$ cat config.mk
export PLATFORM = sky130hd
export DESIGN_NAME = triangle_list_scheduler
export DESIGN_NICKNAME = d
export VERILOG_FILES = /design/src/rtl/gfg_pkg.sv /design/src/rtl/tri_reg_unpack.sv /design/src/rtl/triangle_list_scheduler.sv
export SDC_FILE = /design/constraint.sdc
export NUM_CORES = 1
export LEC_CHECK = 0
export BUFFER_PORTS_ARGS = -buffer_cell sky130_fd_sc_hd__clkbuf_2
export CORE_MARGIN = 2
export CORE_UTILIZATION = 45
export DETAILED_ROUTE_END_ITERATION = 10
export MAX_ROUTING_LAYER = met4
export PLACE_DENSITY = 0.72
export SLEW_MARGIN = 15
export SYNTH_ARGS = -nofsm -noshare
export SYNTH_HDL_FRONTEND = slang
export SYNTH_SLANG_ARGS = --single-unit
$ cat constraint.sdc
create_clock -name i_clk -period 4.3 [get_ports i_clk]
set_input_delay 0.215 -clock i_clk [delete_from_list [all_inputs] [get_ports i_clk]]
set_output_delay 0.215 -clock i_clk [all_outputs]
set_load 0.005 [all_outputs]
$ cat src/rtl/gfg_pkg.sv
// Shared definitions for the triangle list scheduler.
//   - register-bank map (control word, triangle records)
//   - bit offsets / widths of every register field
//   - scheduler state enumeration
//   - field extraction helper
package gfg_pkg;

   // Register map
   localparam int unsigned CTRL_ADDR     = 0;
   localparam int unsigned TRI_BASE      = 1;
   localparam int unsigned TRI_STRIDE    = 2;

   // Control word fields
   localparam int unsigned CTRL_EN_BIT   = 31;
   localparam int unsigned CTRL_CNT_OFF  = 0;
   localparam int unsigned CTRL_CNT_W    = 3;

   // Triangle record fields. The "lo" pair is (x0,y0) in the first word
   // and (x2,y2) in the second; the "hi" pair is (x1,y1) in the first word.
   localparam int unsigned X_LO_OFF      = 0;
   localparam int unsigned Y_LO_OFF      = 8;
   localparam int unsigned X_HI_OFF      = 16;
   localparam int unsigned Y_HI_OFF      = 24;
   localparam int unsigned X_FIELD_W     = 7;
   localparam int unsigned Y_FIELD_W     = 6;
   localparam int unsigned COLOR_OFF     = 16;
   localparam int unsigned COLOR_FIELD_W = 12;

   typedef enum logic [3:0] {
      ST_IDLE,
      ST_RD_CTRL,
      ST_LAT_CTRL,
      ST_RD_A,
      ST_LAT_A,
      ST_RD_B,
      ST_LAT_B,
      ST_LAUNCH,
      ST_GUARD,
      ST_WAIT_DONE,
      ST_FINISH
   } state_t;

   // Returns the field of 'width' bits at 'off', zero-extended to 32 bits.
   function automatic logic [31:0] get_field(input logic [31:0] w,
                                             input int unsigned off,
                                             input int unsigned width);
      get_field = (w >> off) & ((32'd1 << width) - 32'd1);
   endfunction

endpackage

$ cat src/rtl/tri_reg_unpack.sv
// Combinational decode of one triangle-record register word.
// Each coordinate field is truncated to the coordinate port width and then
// clamped to the last valid pixel/line.
//   rdata  in   32-bit register word
//   x_lo   out  x field at X_LO_OFF (x0 or x2), clamped
//   y_lo   out  y field at Y_LO_OFF (y0 or y2), clamped
//   x_hi   out  x field at X_HI_OFF (x1), clamped
//   y_hi   out  y field at Y_HI_OFF (y1), clamped
//   color  out  colour field (second word only)
module tri_reg_unpack
   import gfg_pkg::*;
#(
   parameter int unsigned HORIZ_RESOLUTION = 80,
   parameter int unsigned VERT_RESOLUTION  = 60,
   parameter int unsigned COLOR_DEPTH      = 12,
   localparam int unsigned XW = $clog2(HORIZ_RESOLUTION),
   localparam int unsigned YW = $clog2(VERT_RESOLUTION)
) (
   input  logic [31:0]            rdata,
   output logic [XW-1:0]          x_lo,
   output logic [YW-1:0]          y_lo,
   output logic [XW-1:0]          x_hi,
   output logic [YW-1:0]          y_hi,
   output logic [COLOR_DEPTH-1:0] color
);

   function automatic logic [XW-1:0] clamp_x(input logic [31:0] f);
      logic [XW-1:0] t;
      t = f[XW-1:0];
      clamp_x = (32'(t) >= HORIZ_RESOLUTION) ? XW'(HORIZ_RESOLUTION - 1) : t;
   endfunction

   function automatic logic [YW-1:0] clamp_y(input logic [31:0] f);
      logic [YW-1:0] t;
      t = f[YW-1:0];
      clamp_y = (32'(t) >= VERT_RESOLUTION) ? YW'(VERT_RESOLUTION - 1) : t;
   endfunction

   always_comb begin
      x_lo  = clamp_x(get_field(rdata, X_LO_OFF, X_FIELD_W));
      y_lo  = clamp_y(get_field(rdata, Y_LO_OFF, Y_FIELD_W));
      x_hi  = clamp_x(get_field(rdata, X_HI_OFF, X_FIELD_W));
      y_hi  = clamp_y(get_field(rdata, Y_HI_OFF, Y_FIELD_W));
      color = COLOR_DEPTH'(get_field(rdata, COLOR_OFF, COLOR_FIELD_W));
   end

endmodule

$ cat src/rtl/triangle_list_scheduler.sv
// Per-frame triangle list sequencer.
// On i_new_frame it reads the control word and the triangle records from
// the register bank, launches the rasterizer once per triangle and waits
// for it to finish before moving on.
//   i_clk, srst_n          clock, synchronous active-low reset
//   i_new_frame            frame start pulse from the swapping controller
//   o_reg_addr/i_reg_rdata register bank read port (1-cycle read latency)
//   o_go                   rasterizer start pulse
//   o_p*_x/o_p*_y/o_color  triangle presented to the rasterizer
//   i_raster_done          rasterizer idle/done level
//   o_raster_in_progress   high while the list is being drawn
//   o_frame_done           pulse when the list completes
//   o_overrun              sticky: frame start seen while busy
//   o_frame_count          completed frames, modulo 2^16
module triangle_list_scheduler
   import gfg_pkg::*;
#(
   parameter int unsigned HORIZ_RESOLUTION = 80,
   parameter int unsigned VERT_RESOLUTION  = 60,
   parameter int unsigned MAX_TRIANGLES    = 7,
   parameter int unsigned COLOR_DEPTH      = 12,
   localparam int unsigned XW = $clog2(HORIZ_RESOLUTION),
   localparam int unsigned YW = $clog2(VERT_RESOLUTION)
) (
   input  logic                   i_clk,
   input  logic                   srst_n,
   input  logic                   i_new_frame,
   output logic [3:0]             o_reg_addr,
   input  logic [31:0]            i_reg_rdata,
   output logic                   o_go,
   output logic [XW-1:0]          o_p0_x,
   output logic [YW-1:0]          o_p0_y,
   output logic [XW-1:0]          o_p1_x,
   output logic [YW-1:0]          o_p1_y,
   output logic [XW-1:0]          o_p2_x,
   output logic [YW-1:0]          o_p2_y,
   output logic [COLOR_DEPTH-1:0] o_color,
   input  logic                   i_raster_done,
   output logic                   o_raster_in_progress,
   output logic                   o_frame_done,
   output logic                   o_overrun,
   output logic [15:0]            o_frame_count
);

   state_t                  state;
   logic [CTRL_CNT_W-1:0]   idx;
   logic [CTRL_CNT_W-1:0]   eff_cnt;
   logic [CTRL_CNT_W-1:0]   idx_next;

   logic                    ctrl_en;
   logic [CTRL_CNT_W-1:0]   ctrl_cnt;
   logic [CTRL_CNT_W-1:0]   ctrl_eff;

   logic [XW-1:0]           ux_lo;
   logic [YW-1:0]           uy_lo;
   logic [XW-1:0]           ux_hi;
   logic [YW-1:0]           uy_hi;
   logic [COLOR_DEPTH-1:0]  ucolor;

   tri_reg_unpack #(
      .HORIZ_RESOLUTION (HORIZ_RESOLUTION),
      .VERT_RESOLUTION  (VERT_RESOLUTION),
      .COLOR_DEPTH      (COLOR_DEPTH)
   ) u_unpack (
      .rdata (i_reg_rdata),
      .x_lo  (ux_lo),
      .y_lo  (uy_lo),
      .x_hi  (ux_hi),
      .y_hi  (uy_hi),
      .color (ucolor)
   );

   function automatic logic [3:0] tri_addr(input logic [CTRL_CNT_W-1:0] k);
      tri_addr = 4'(TRI_BASE + TRI_STRIDE * 32'(k));
   endfunction

   always_comb begin
      ctrl_en  = i_reg_rdata[CTRL_EN_BIT];
      ctrl_cnt = CTRL_CNT_W'(get_field(i_reg_rdata, CTRL_CNT_OFF, CTRL_CNT_W));
      ctrl_eff = (32'(ctrl_cnt) > MAX_TRIANGLES) ? CTRL_CNT_W'(MAX_TRIANGLES)
                                                 : ctrl_cnt;
      idx_next = idx + 1'b1;
   end

   always_ff @(posedge i_clk) begin
      if (!srst_n) begin
         state                <= ST_IDLE;
         idx                  <= '0;
         eff_cnt              <= '0;
         o_reg_addr           <= '0;
         o_go                 <= 1'b0;
         o_p0_x               <= '0;
         o_p0_y               <= '0;
         o_p1_x               <= '0;
         o_p1_y               <= '0;
         o_p2_x               <= '0;
         o_p2_y               <= '0;
         o_color              <= '0;
         o_raster_in_progress <= 1'b0;
         o_frame_done         <= 1'b0;
         o_overrun            <= 1'b0;
         o_frame_count        <= '0;
      end else begin
         o_go         <= 1'b0;
         o_frame_done <= 1'b0;

         // Any frame start outside IDLE (FINISH included) is dropped.
         if (i_new_frame && (state != ST_IDLE))
            o_overrun <= 1'b1;

         case (state)
            ST_IDLE: begin
               o_reg_addr <= 4'(CTRL_ADDR);
               if (i_new_frame) begin
                  state                <= ST_RD_CTRL;
                  o_raster_in_progress <= 1'b1;
               end
            end

            ST_RD_CTRL: state <= ST_LAT_CTRL;

            ST_LAT_CTRL: begin
               eff_cnt <= ctrl_eff;
               idx     <= '0;
               if (!ctrl_en || (ctrl_eff == '0)) begin
                  state                <= ST_FINISH;
                  o_frame_done         <= 1'b1;
                  o_frame_count        <= o_frame_count + 16'd1;
                  o_raster_in_progress <= 1'b0;
               end else begin
                  state      <= ST_RD_A;
                  o_reg_addr <= tri_addr('0);
               end
            end

            ST_RD_A: state <= ST_LAT_A;

            ST_LAT_A: begin
               o_p0_x     <= ux_lo;
               o_p0_y     <= uy_lo;
               o_p1_x     <= ux_hi;
               o_p1_y     <= uy_hi;
               o_reg_addr <= o_reg_addr + 4'd1;
               state      <= ST_RD_B;
            end

            ST_RD_B: state <= ST_LAT_B;

            ST_LAT_B: begin
               o_p2_x  <= ux_lo;
               o_p2_y  <= uy_lo;
               o_color <= ucolor;
               o_go    <= 1'b1;
               state   <= ST_LAUNCH;
            end

            ST_LAUNCH: state <= ST_GUARD;

            // The rasterizer may still show its previous done level here.
            ST_GUARD: state <= ST_WAIT_DONE;

            ST_WAIT_DONE: begin
               if (i_raster_done) begin
                  idx <= idx_next;
                  if (idx_next < eff_cnt) begin
                     state      <= ST_RD_A;
                     o_reg_addr <= tri_addr(idx_next);
                  end else begin
                     state                <= ST_FINISH;
                     o_frame_done         <= 1'b1;
                     o_frame_count        <= o_frame_count + 16'd1;
                     o_raster_in_progress <= 1'b0;
                  end
               end
            end

            ST_FINISH: begin
               state      <= ST_IDLE;
               o_reg_addr <= 4'(CTRL_ADDR);
            end

            default: state <= ST_IDLE;
         endcase
      end
   end

endmodule

; ---- Word level (Yosys, flattened, before mapping)
; Index checks and enable logic that the tools add are counted.
[word_totals]
mem_bits_ro = 0
ramBits = 0
latchBits = 0
mem_count = 0
in_bits = 36
ff_bits = 85
[op_classes]
n_reduce_logical = 15
div = 0
multipliers = 0
muxes = 29
bitwise_logic = 0
add_sub_neg = 4
n_eq_ne = 16
order_cmp = 5
shifts = 0
[op_table]
columns = cell, n
row1 = 16-bit two-way mux, 3
row2 = 4-bit one-hot mux with 10 select lines, 1
row3 = 16-bit one-hot mux with 2 select lines, 1
row4 = 4-bit two-way mux, 7
row5 = "16-bit by 1-bit adder with 16-bit output, second input constant", 1
row6 = "4-bit by 3-bit == test with 1-bit output, second input constant", 4
row7 = 4-bit one-hot mux with 4 select lines, 1
row8 = "7-bit greater-or-equal comparator, second input constant", 2
row9 = 7-bit two-way mux, 2
row10 = "4-bit == test, second input constant", 3
row11 = "6-bit greater-or-equal comparator, second input constant", 2
row12 = 6-bit two-way mux, 2
row13 = "2-bit inequality test, second input constant", 6
row14 = "4-bit by 2-bit == test with 1-bit output, second input constant", 2
row15 = 1-bit two-way mux, 8
row16 = 4-bit AND reduction, 2
row17 = 4-bit nonzero test, 2
row18 = 3-bit one-hot mux with 2 select lines, 1
row19 = 5-bit AND reduction, 1
row20 = "1-bit by 4-bit adder with 4-bit output, first input constant", 1
row21 = "4-bit by 1-bit adder with 4-bit output, second input constant", 1
row22 = "4-bit by 1-bit == test with 1-bit output, second input constant", 1
row23 = 4-bit zero test, 1
row24 = 2-bit AND reduction, 2
row25 = other kinds (12), 12

; ---- Longest topological paths before layout
; Gate-level depths: netlist (run 1).
[depth]
word_depth = 5
depth_mapped = 10

; ---- Cells and area by module
; From an unflattened synthesis (run 1), not the netlist that was laid out.
[hier_totals]
hier_cells = 484
area_unflattened_um2 = 3838.7
[by_module_without_submodules]
columns = mod, instances, cells_per_inst, area_each_um2, seq_area_each_um2
row1 = triangle_list_scheduler, 1, 440, 3568.4, 1701.6
row2 = tri_reg_unpack, 1, 44, 270.3, 0.0

; ---- Worst setup path after synthesis (run 1)
; Ideal clock, no wire load.
[synth_path]
path_type = register -> register
from = reg idx[0]
to = reg o_frame_count[6]
slack_ps = 1940
path_buffers = 2
arrival_time_ps = 2246
stages_incl_launch_ff = 11
cell_sequence = dfxtp_1 ha_1 xor2_1 ha_1 a21o_1 a211oi_1 a211o_1 buf_6 clkbuf_1 nor3_1 o21a_1
[synth_via]
elab_chain_cells = 4
[synth_lines]
columns = element, line
row1 = from (decl), triangle_list_scheduler.sv:46  ; logic [CTRL_CNT_W-1:0] idx;
row2 = from (signal assigned), triangle_list_scheduler.sv:164  ; idx <= idx_next;
row3 = 3-bit by 1-bit adder with 3-bit output, triangle_list_scheduler.sv:82  ; idx_next = idx + 1'b1;
row4 = 3-bit < comparator, triangle_list_scheduler.sv:165  ; if (idx_next < eff_cnt) begin
row5 = 2-bit inequality test (no line), n/a
row6 = 4-bit AND reduction (no line), n/a
row7 = to (signal assigned), triangle_list_scheduler.sv:128  ; o_frame_count <= o_frame_count + 16'd1;
row8 = to (signal assigned), triangle_list_scheduler.sv:171  ; o_frame_count <= o_frame_count + 16'd1;
row9 = to (decl), triangle_list_scheduler.sv:42  ; output logic [15:0] o_frame_count
; No other way between the ends.
; A chain may end at the register's enable or synchronous reset.

; ---- Final worst setup path (run 1)
[layout_path]
from = reg state[1]
to = reg o_frame_count[8]
[layout_via]
elab_chain_cells = 3
[layout_lines]
columns = element, line
row1 = from (decl), triangle_list_scheduler.sv:45  ; state_t state;
row2 = from (signal assigned), triangle_list_scheduler.sv:87  ; state <= ST_IDLE;
row3 = from (signal assigned), triangle_list_scheduler.sv:115  ; state <= ST_RD_CTRL;
row4 = from (signal assigned), triangle_list_scheduler.sv:120  ; ST_RD_CTRL: state <= ST_LAT_CTRL;
row5 = 4-bit == test or 4-bit by 2-bit == test with 1-bit output (tied branches), triangle_list_scheduler.sv:111  ; case (state)
row6 = 2-bit inequality test (no line) or 2-bit nonzero test (tied branches), n/a
row7 = 4-bit AND reduction (no line), n/a
; Parallel ways exist; a longest one is shown, timed or not.

==> results of run 1 <==
## layout make-up
| cell class | instances | area (um^2) | area share (%) |
|---|---|---|---|
| clock buffers | 11 | 141 | 3.24 |
| clock inverters | 5 | 83.8 | 1.92 |
| inverters | 10 | 37.5 | 0.859 |
| multi-input cells | 306 | 1730 | 39.6 |
| flip-flops and latches | 85 | 1700 | 39.0 |
| well taps | 102 | 128 | 2.92 |
| repair buffers | 108 | 546 | 12.5 |
## final timing paths
check,to,from,slack [ns],cells after the start
worst max-delay path,o_frame_count[8],state[1],1.58,5
worst min-delay path,o_color[7],i_reg_rdata[23],0.08,3
worst max register to register,o_frame_count[8],state[1],1.58,5
worst min register to register,o_p2_y[5],o_p2_y[5],0.46,2
## layout by cell type (no fill, tap or decap), types with 2 or more instances in the layout
cell and count:
sky130_fd_sc_hd__o31ai_1 8, sky130_fd_sc_hd__mux2_2 2, sky130_fd_sc_hd__dfxtp_1 85, sky130_fd_sc_hd__o21a_1 5, sky130_fd_sc_hd__clkbuf_8 10, sky130_fd_sc_hd__inv_1 9, sky130_fd_sc_hd__nand4_1 3, sky130_fd_sc_hd__a211oi_1 15
sky130_fd_sc_hd__mux2i_1 4, sky130_fd_sc_hd__nor4_1 3, sky130_fd_sc_hd__or3_1 2, sky130_fd_sc_hd__nand3_1 15, sky130_fd_sc_hd__o211ai_1 2, sky130_fd_sc_hd__nor3_1 9, sky130_fd_sc_hd__buf_4 2, sky130_fd_sc_hd__nand2_1 87
sky130_fd_sc_hd__nand2b_1 3, sky130_fd_sc_hd__a21oi_1 57, sky130_fd_sc_hd__nor4b_4 2, sky130_fd_sc_hd__nand3b_1 3, sky130_fd_sc_hd__nor2b_1 2, sky130_fd_sc_hd__and3_1 3, sky130_fd_sc_hd__clkinvlp_4 2, sky130_fd_sc_hd__xnor2_1 2
sky130_fd_sc_hd__o221a_2 6, sky130_fd_sc_hd__or4_1 6, sky130_fd_sc_hd__nor2_1 32, sky130_fd_sc_hd__clkbuf_2 106, sky130_fd_sc_hd__o21ai_0 7, sky130_fd_sc_hd__o31a_1 2, sky130_fd_sc_hd__bufinv_16 2, sky130_fd_sc_hd__a31oi_1 3
sky130_fd_sc_hd__a32oi_1 2, sky130_fd_sc_hd__ha_1 5
## flip-flops by register name (all words and copies together) (netlist names), 3 cells and up
register / count
eff_cnt: 3
idx: 3
o_color: 12
o_frame_count: 16
o_p0_x: 7
o_p0_y: 6
o_p1_x: 7
o_p1_y: 6
o_p2_x: 7
o_p2_y: 6
o_reg_addr: 4
state: 4
## metal layers
metal	part of all wire [%]	GRT usage [%]	vias to the layer above
li1	-	-	1714
met1	46	26.8	1585
met2	46	32.9	106
met3	7.3	5.40	13
met4	1.5	7.11	0
met5	0	-	-
## per-stage QoR
step	util, %	worst slack (ns)	cell area (um^2)
final	56.5	1.58	4370
after global routing	56.5	1.39	4370
after CTS	56.5	1.60	4370
after detailed placement	53.6	1.62	4140
after global placement	53.6	1.68	4140
after floorplan	-	1.94	3570
## power by group through the flow
stage / registers (W) / logic [W] / clock network [W]
2_1_floorplan: 0.000843 / 0.000122 / 0
6_report: 0.000841 / 0.000171 / 0.000630
3_5_place_dp: 0.000859 / 0.000172 / 0
3_3_place_gp: 0.000857 / 0.000167 / 0
5_1_grt: 0.000846 / 0.000191 / 0.000677
4_1_cts: 0.000840 / 0.000172 / 0.000639
## cell families (layout without fill, tap and decap cells)
logic type | after synthesis | in the layout
AO/OA/AOI/OAI | 116 | 116
XOR/XNOR | 3 | 3
adder cells (fa/ha/maj) | 5 | 5
buffers and inverters | 37 | 134
flip-flops | 85 | 85
multiplexers | 6 | 6
AND/OR/NAND/NOR | 176 | 176
## cell usage after synthesis, types with 3 or more instances
master / n
sky130_fd_sc_hd__nand2_1: 87
sky130_fd_sc_hd__dfxtp_1: 85
sky130_fd_sc_hd__a21oi_1: 57
sky130_fd_sc_hd__nor2_1: 32
sky130_fd_sc_hd__clkbuf_1: 20
sky130_fd_sc_hd__a211oi_1: 15
sky130_fd_sc_hd__nand3_1: 15
sky130_fd_sc_hd__inv_1: 9
sky130_fd_sc_hd__nor3_1: 9
sky130_fd_sc_hd__o31ai_1: 8
sky130_fd_sc_hd__o21ai_0: 7
sky130_fd_sc_hd__o221a_2: 6
sky130_fd_sc_hd__or4_1: 6
sky130_fd_sc_hd__ha_1: 5
sky130_fd_sc_hd__o21a_1: 5
sky130_fd_sc_hd__and3_1: 4
sky130_fd_sc_hd__buf_1: 4
sky130_fd_sc_hd__mux2i_1: 4
sky130_fd_sc_hd__a31oi_1: 3
sky130_fd_sc_hd__nand2b_1: 3
sky130_fd_sc_hd__nand3b_1: 3
sky130_fd_sc_hd__nand4_1: 3
sky130_fd_sc_hd__nor4_1: 3
## worst max-delay path, stage by stage (launching register included)
cell and delay [ns]:
sky130_fd_sc_hd__dfxtp_1 0.76, sky130_fd_sc_hd__nor4b_4 0.54, sky130_fd_sc_hd__a21oi_2 0.10, sky130_fd_sc_hd__a211o_1 0.51
sky130_fd_sc_hd__or4_1 0.59, sky130_fd_sc_hd__a21oi_1 0.14
==> impl_metrics.tcl, run 1 <==
set metrics [dict create \
    outcome "completed" \
    timing.slew.headroom_pct 30.3 \
    power.switching_fraction_pct 25.6 \
    postCtsHoldBufs 0 \
    grt_pass1_vias 3018 \
    leakage_nw 1.71 \
    clock.fmax_mhz 367 \
    cp.required_ns 4.57 \
    grt_setup_unrepaired "false" \
    final_min_period_over_clock_period_pct 63.3 \
    placedCellCount 611 \
    number_of_buffers_created_by_cts 9 \
    p_clk_share_pct 38.3 \
    design.final.nets 561 \
    synth.cell_area_mm2 0.00357 \
    worstSetupStartpointType "flop" \
    place_hpwl_mm 6.24 \
    design_power_total_w 0.00164 \
    report.final.hold_viol_count 0 \
    worst-endpoint-arrival_ns 2.99 \
    minimum_period_implied_by_the_final_worst_setup_slack_ns 2.72 \
    number_of_flops_mapped_to_enable_cells_by_yosys 0 \
    cts.reportedPaths.clkPinSlew_ns 0.09 \
    remaining_drc_errors 0 \
    fraction_of_the_yosys_area_taken_by_sequential_cells_pct 47.7 \
    ys.warnings.count 0 \
    die_area_mm2 0.00866 \
    postCtsResizedCells 0 \
    synth_cells 428 \
    start_util_pct 46.2 \
    cts_num_sinks 85 \
    synth-seq-cells 85 \
    insertion_delay_ns 0.35 \
    dr.first_iter.drc_count 159 \
    comb_power_share_pct 10.4 \
    power_report.internal_total_w 0.00122 \
    main_combinational_cell_family_by_area_after_synthesis "simple AND/OR/NAND/NOR gates" \
    synth_largest_area_cell "sky130_fd_sc_hd__dfxtp_1" \
    cell_variety_after_synth 50 \
    yosysTopAreaCellShare_pct 47.7 \
    design.core.area_mm2 0.00773 \
    boundaryPins 111 \
    dr_total_vias 3418 \
    synth_mux_area_share_pct 1.75 \
    fin_hold_ws_ns 0.0812 \
    fin_tns_setup_ns 0 \
    route.detailed.vias_per_inst 5.45 \
    ys_async_sr_fraction_pct 0 \
    postcts_setup_bufs 0 \
    largest_net_degree_at_the_start_of_global_routing 49 \
    synth_flop_cell "sky130_fd_sc_hd__dfxtp_1" \
    cap_violations 0 \
    grt_pass1_wl_mm 14.2 \
    floorplan.die.width_um 93.1 \
    clock_tree_from_tritoncts "built" \
    max_slew.worst_pin.slew_ns 1.04 \
    postSynthAreaPerCell_um2 8.34 \
    vert_die_dim_um 93.1 \
    post_synth_and_or_nand_nor_area_fraction_pct 23.1 \
    antenna_cells 0 \
    drtPass1Iterations 4 \
    switching_power_w 0.000420 \
    routed_wl_mm 9.01 \
    vdd_ir_drop_max_uv 201 \
    io_buffer_count 106 \
    setup_viol 0 \
    postSynthNetCount 469 \
    fill_cells 684 \
    clk_root_buffer_cell "sky130_fd_sc_hd__clkbuf_8" \
    htree_num_levels 3 \
    crit_fanout 24 \
    drive_above_1_share_pct 26.3 \
    synth-xor-area-share_pct 0.736 \
    hold_path_class "primary input to flop" \
    synth_compound_area_share_pct 20.8 \
    gr-usage-all-layers_pct 21.0 \
    antenna_violations_before_repair 0 \
    cts.path.max_buffers 2 \
    synthTopCellsByArea "sky130_fd_sc_hd__dfxtp_1 (48%), sky130_fd_sc_hd__nand2_1 (9.1%), sky130_fd_sc_hd__a21oi_1 (8.0%), sky130_fd_sc_hd__nor2_1 (3.4%), sky130_fd_sc_hd__a211oi_1 (3.2%)" \
    setup.worst_path.end_class "flop" \
    routedWlPerCell_um 14.4 \
    gp_congestion 0.859 \
    gr-total-overflow 0 \
    fin_worst_skew_ns 0.0104 \
    criticalPathCategory "flop to flop" \
    yosys.area_share.adder_pct 1.75 \
    power-per-cell-area_mw_per_mm2 376 \
    p_r_area_growth_vs_syn_pct 22.3 \
    power_frac_seq_pct 51.2 \
    timing_max_transition_violations_final 0 \
    postRouteAntennaNets 0 \
    finish.cell_count_without_fillers 627 \
    rows 32 \
]
(Power assumes the default switching activity.)
==> run 2, diff against run 1 <==
- PLACE_DENSITY: 0.72 -> 0.74
- clock period: 4.3 -> 2.31 ns (I/O delays scaled with it)
==> impl_metrics.tcl, run 2 (synthesized netlist as in run 1, its figures left out) <==
set metrics [dict create \
    floorplan.die.width_um 93.1 \
    max_ffs_per_register 16 \
    start_util_pct 46.2 \
    fin_hold_ws_ns 0.0117 \
    drive_above_1_share_pct 33.7 \
    hold_path_class "primary input to flop" \
    max_flop_register "o_frame_count" \
    final_min_period_over_clock_period_pct 102 \
    place_hpwl_mm 6.56 \
    io_buffer_count 106 \
    leakage_nw 1.95 \
    cts.path.max_buffers 2 \
    cap_violations 0 \
    cts.reportedPaths.clkPinSlew_ns 0.09 \
    antenna_violations_before_repair 0 \
    worst-r2r-setup-slack_ns -0.05 \
    worst_slack_ns -0.0491 \
    routed_wl_mm 9.77 \
    grt_pass1_wl_mm 16.1 \
    report.final.hold_viol_count 0 \
    setup_viol 5 \
    minimum_period_implied_by_the_final_worst_setup_slack_ns 2.36 \
    gp_congestion 0.806 \
    timing_max_transition_violations_final 0 \
    fin_tns_setup_ns -0.181 \
    setup.worst_path.end_class "flop" \
    routedWlPerCell_um 14.7 \
    most_common_library_cell_in_the_layout_ignoring_fill_and_taps "sky130_fd_sc_hd__clkbuf_2" \
    clock.fmax_mhz 424 \
    p_r_area_growth_vs_syn_pct 36.5 \
    antenna_cells 0 \
    die_area_mm2 0.00866 \
    clock_tree_from_tritoncts "built" \
    postRouteAntennaNets 0 \
    dr.first_iter.drc_count 123 \
    number_of_buffers_created_by_cts 9 \
    design.core.area_mm2 0.00773 \
    outcome "finished with violations" \
    design.final.nets 597 \
    htree_num_levels 3 \
    reg.largest.list "o_frame_count: 16 flops, o_color: 12 flops" \
    gr-usage-all-layers_pct 23.5 \
    grt_pass1_vias 3432 \
    gr-total-overflow 0 \
    cts_num_sinks 85 \
    remaining_drc_errors 0 \
    worst_path_most_repeated_cell "sky130_fd_sc_hd__ha_4" \
    criticalPathCategory "flop to flop" \
    vert_die_dim_um 93.1 \
    cp_num_buf_inv 1 \
    dr_total_vias 3580 \
    crit_path_cell_trace "ha_4 -> xor2_4 -> ha_4 -> and2_4 -> a211oi_2 -> a211o_4 -> buf_12 -> or4_4 -> a21oi_2" \
    drtPass1Iterations 4 \
    boundaryPins 111 \
    power-per-cell-area_mw_per_mm2 652 \
    max_slew.worst_pin.slew_ns 0.620 \
    largest_net_degree_at_the_start_of_global_routing 33 \
    clk_root_buffer_cell "sky130_fd_sc_hd__clkbuf_8" \
    worstSetupStartpointType "flop" \
    cp.required_ns 2.61 \
    timing.slew.headroom_pct 58.6 \
    worst-endpoint-arrival_ns 2.65 \
    rows 32 \
    grt_setup_unrepaired "true" \
    mostFrequentLayoutCells "sky130_fd_sc_hd__clkbuf_2 (106), sky130_fd_sc_hd__nand2_1 (87), sky130_fd_sc_hd__dfxtp_1 (83)" \
    design_power_total_w 0.00318 \
    vdd_ir_drop_max_uv 296 \
    violations "setup timing" \
    fin_worst_skew_ns 0.00514 \
    critical-path-top-delay-family "simple AND/OR/NAND/NOR gates" \
    insertion_delay_ns 0.35 \
    crit_fanout 6 \
    route.detailed.vias_per_inst 5.40 \
    worst_path_max_delay_cell "sky130_fd_sc_hd__or4_4" \
    largest_incremental_delay_on_the_critical_path_ns 0.51 \
]
run 2: cell types whose count changed in the layout (fill, tap and decap cells not counted), moves of 5 or more:
cell	previous run	this run
sky130_fd_sc_hd__buf_4	2	24
sky130_fd_sc_hd__dlygate4sd3_1	0	9
sky130_fd_sc_hd__a21oi_1	57	52
sky130_fd_sc_hd__a21oi_2	1	6
sky130_fd_sc_hd__or4_1	6	1
sky130_fd_sc_hd__or4_4	0	5
run 2: metrics by stage:
stage / cell area [um^2] / instances / setup WS [ns] / util, %
2_1_floorplan: 3570 / 428 / 0.0228 / -
3_3_place_gp: 4330 / 633 / -0.00505 / 56.1
3_5_place_dp: 4330 / 633 / -0.0844 / 56.1
4_1_cts: 4770 / 661 / -0.0921 / 61.7
5_1_grt: 4870 / 663 / -0.117 / 63.1
6_report: 4870 / 663 / -0.0491 / 63.1
run 2: what timing repair did:
action,in CTS,in global routing
buffers inserted,1,2
endpoints found under the setup margin,7,16
pin swaps,12,13
resized for setup,11,19
hold buffers,9,0
hold endpoints to repair,10,0
cloned,2,0
run 2: worst paths after layout:
kind,start,cells past startpoint,endpoint
setup reg to reg,idx[1],9,o_frame_count[10]
setup / recovery,idx[1],9,o_frame_count[10]
hold / removal,i_reg_rdata[20],3,o_color[4]
hold reg to reg,o_p0_y[4],2,o_p0_y[4]
run 2: final cells by class:
type | instances | area (um^2)
fillers | 680 | 2850
flip-flops and latches | 85 | 1700
well taps | 102 | 128
clock inverters | 7 | 97.6
multi-input cells | 306 | 1870
repair buffers | 144 | 916
clock buffers | 9 | 124
inverters | 10 | 37.5
run 2: worst reg2reg max path, stage by stage, from the launching register on:
cell and delay, ns:
sky130_fd_sc_hd__dfxtp_2 0.34, sky130_fd_sc_hd__ha_4 0.18, sky130_fd_sc_hd__xor2_4 0.16, sky130_fd_sc_hd__ha_4 0.28, sky130_fd_sc_hd__and2_4 0.14, sky130_fd_sc_hd__a211oi_2 0.07, sky130_fd_sc_hd__a211o_4 0.33, sky130_fd_sc_hd__buf_12 0.15
sky130_fd_sc_hd__or4_4 0.51, sky130_fd_sc_hd__a21oi_2 0.13
run 2: per-layer routing:
metal  track usage [%]  vias to the layer above  wire length (um)
met5                 -                        -                 0
met4              7.97                        0               160
met3              4.43                       13               581
met2              38.6                      121              4700
met1              29.4                     1673              4330
li1                  -                     1773                 -
run 2: power breakdown:
part	internal (W)	total (W)	switching, W
clock network	0.000616	0.00117	0.000554
registers	0.00151	0.00155	0.0000426
logic	0.000219	0.000461	0.000242
total	0.00234	0.00318	0.000839
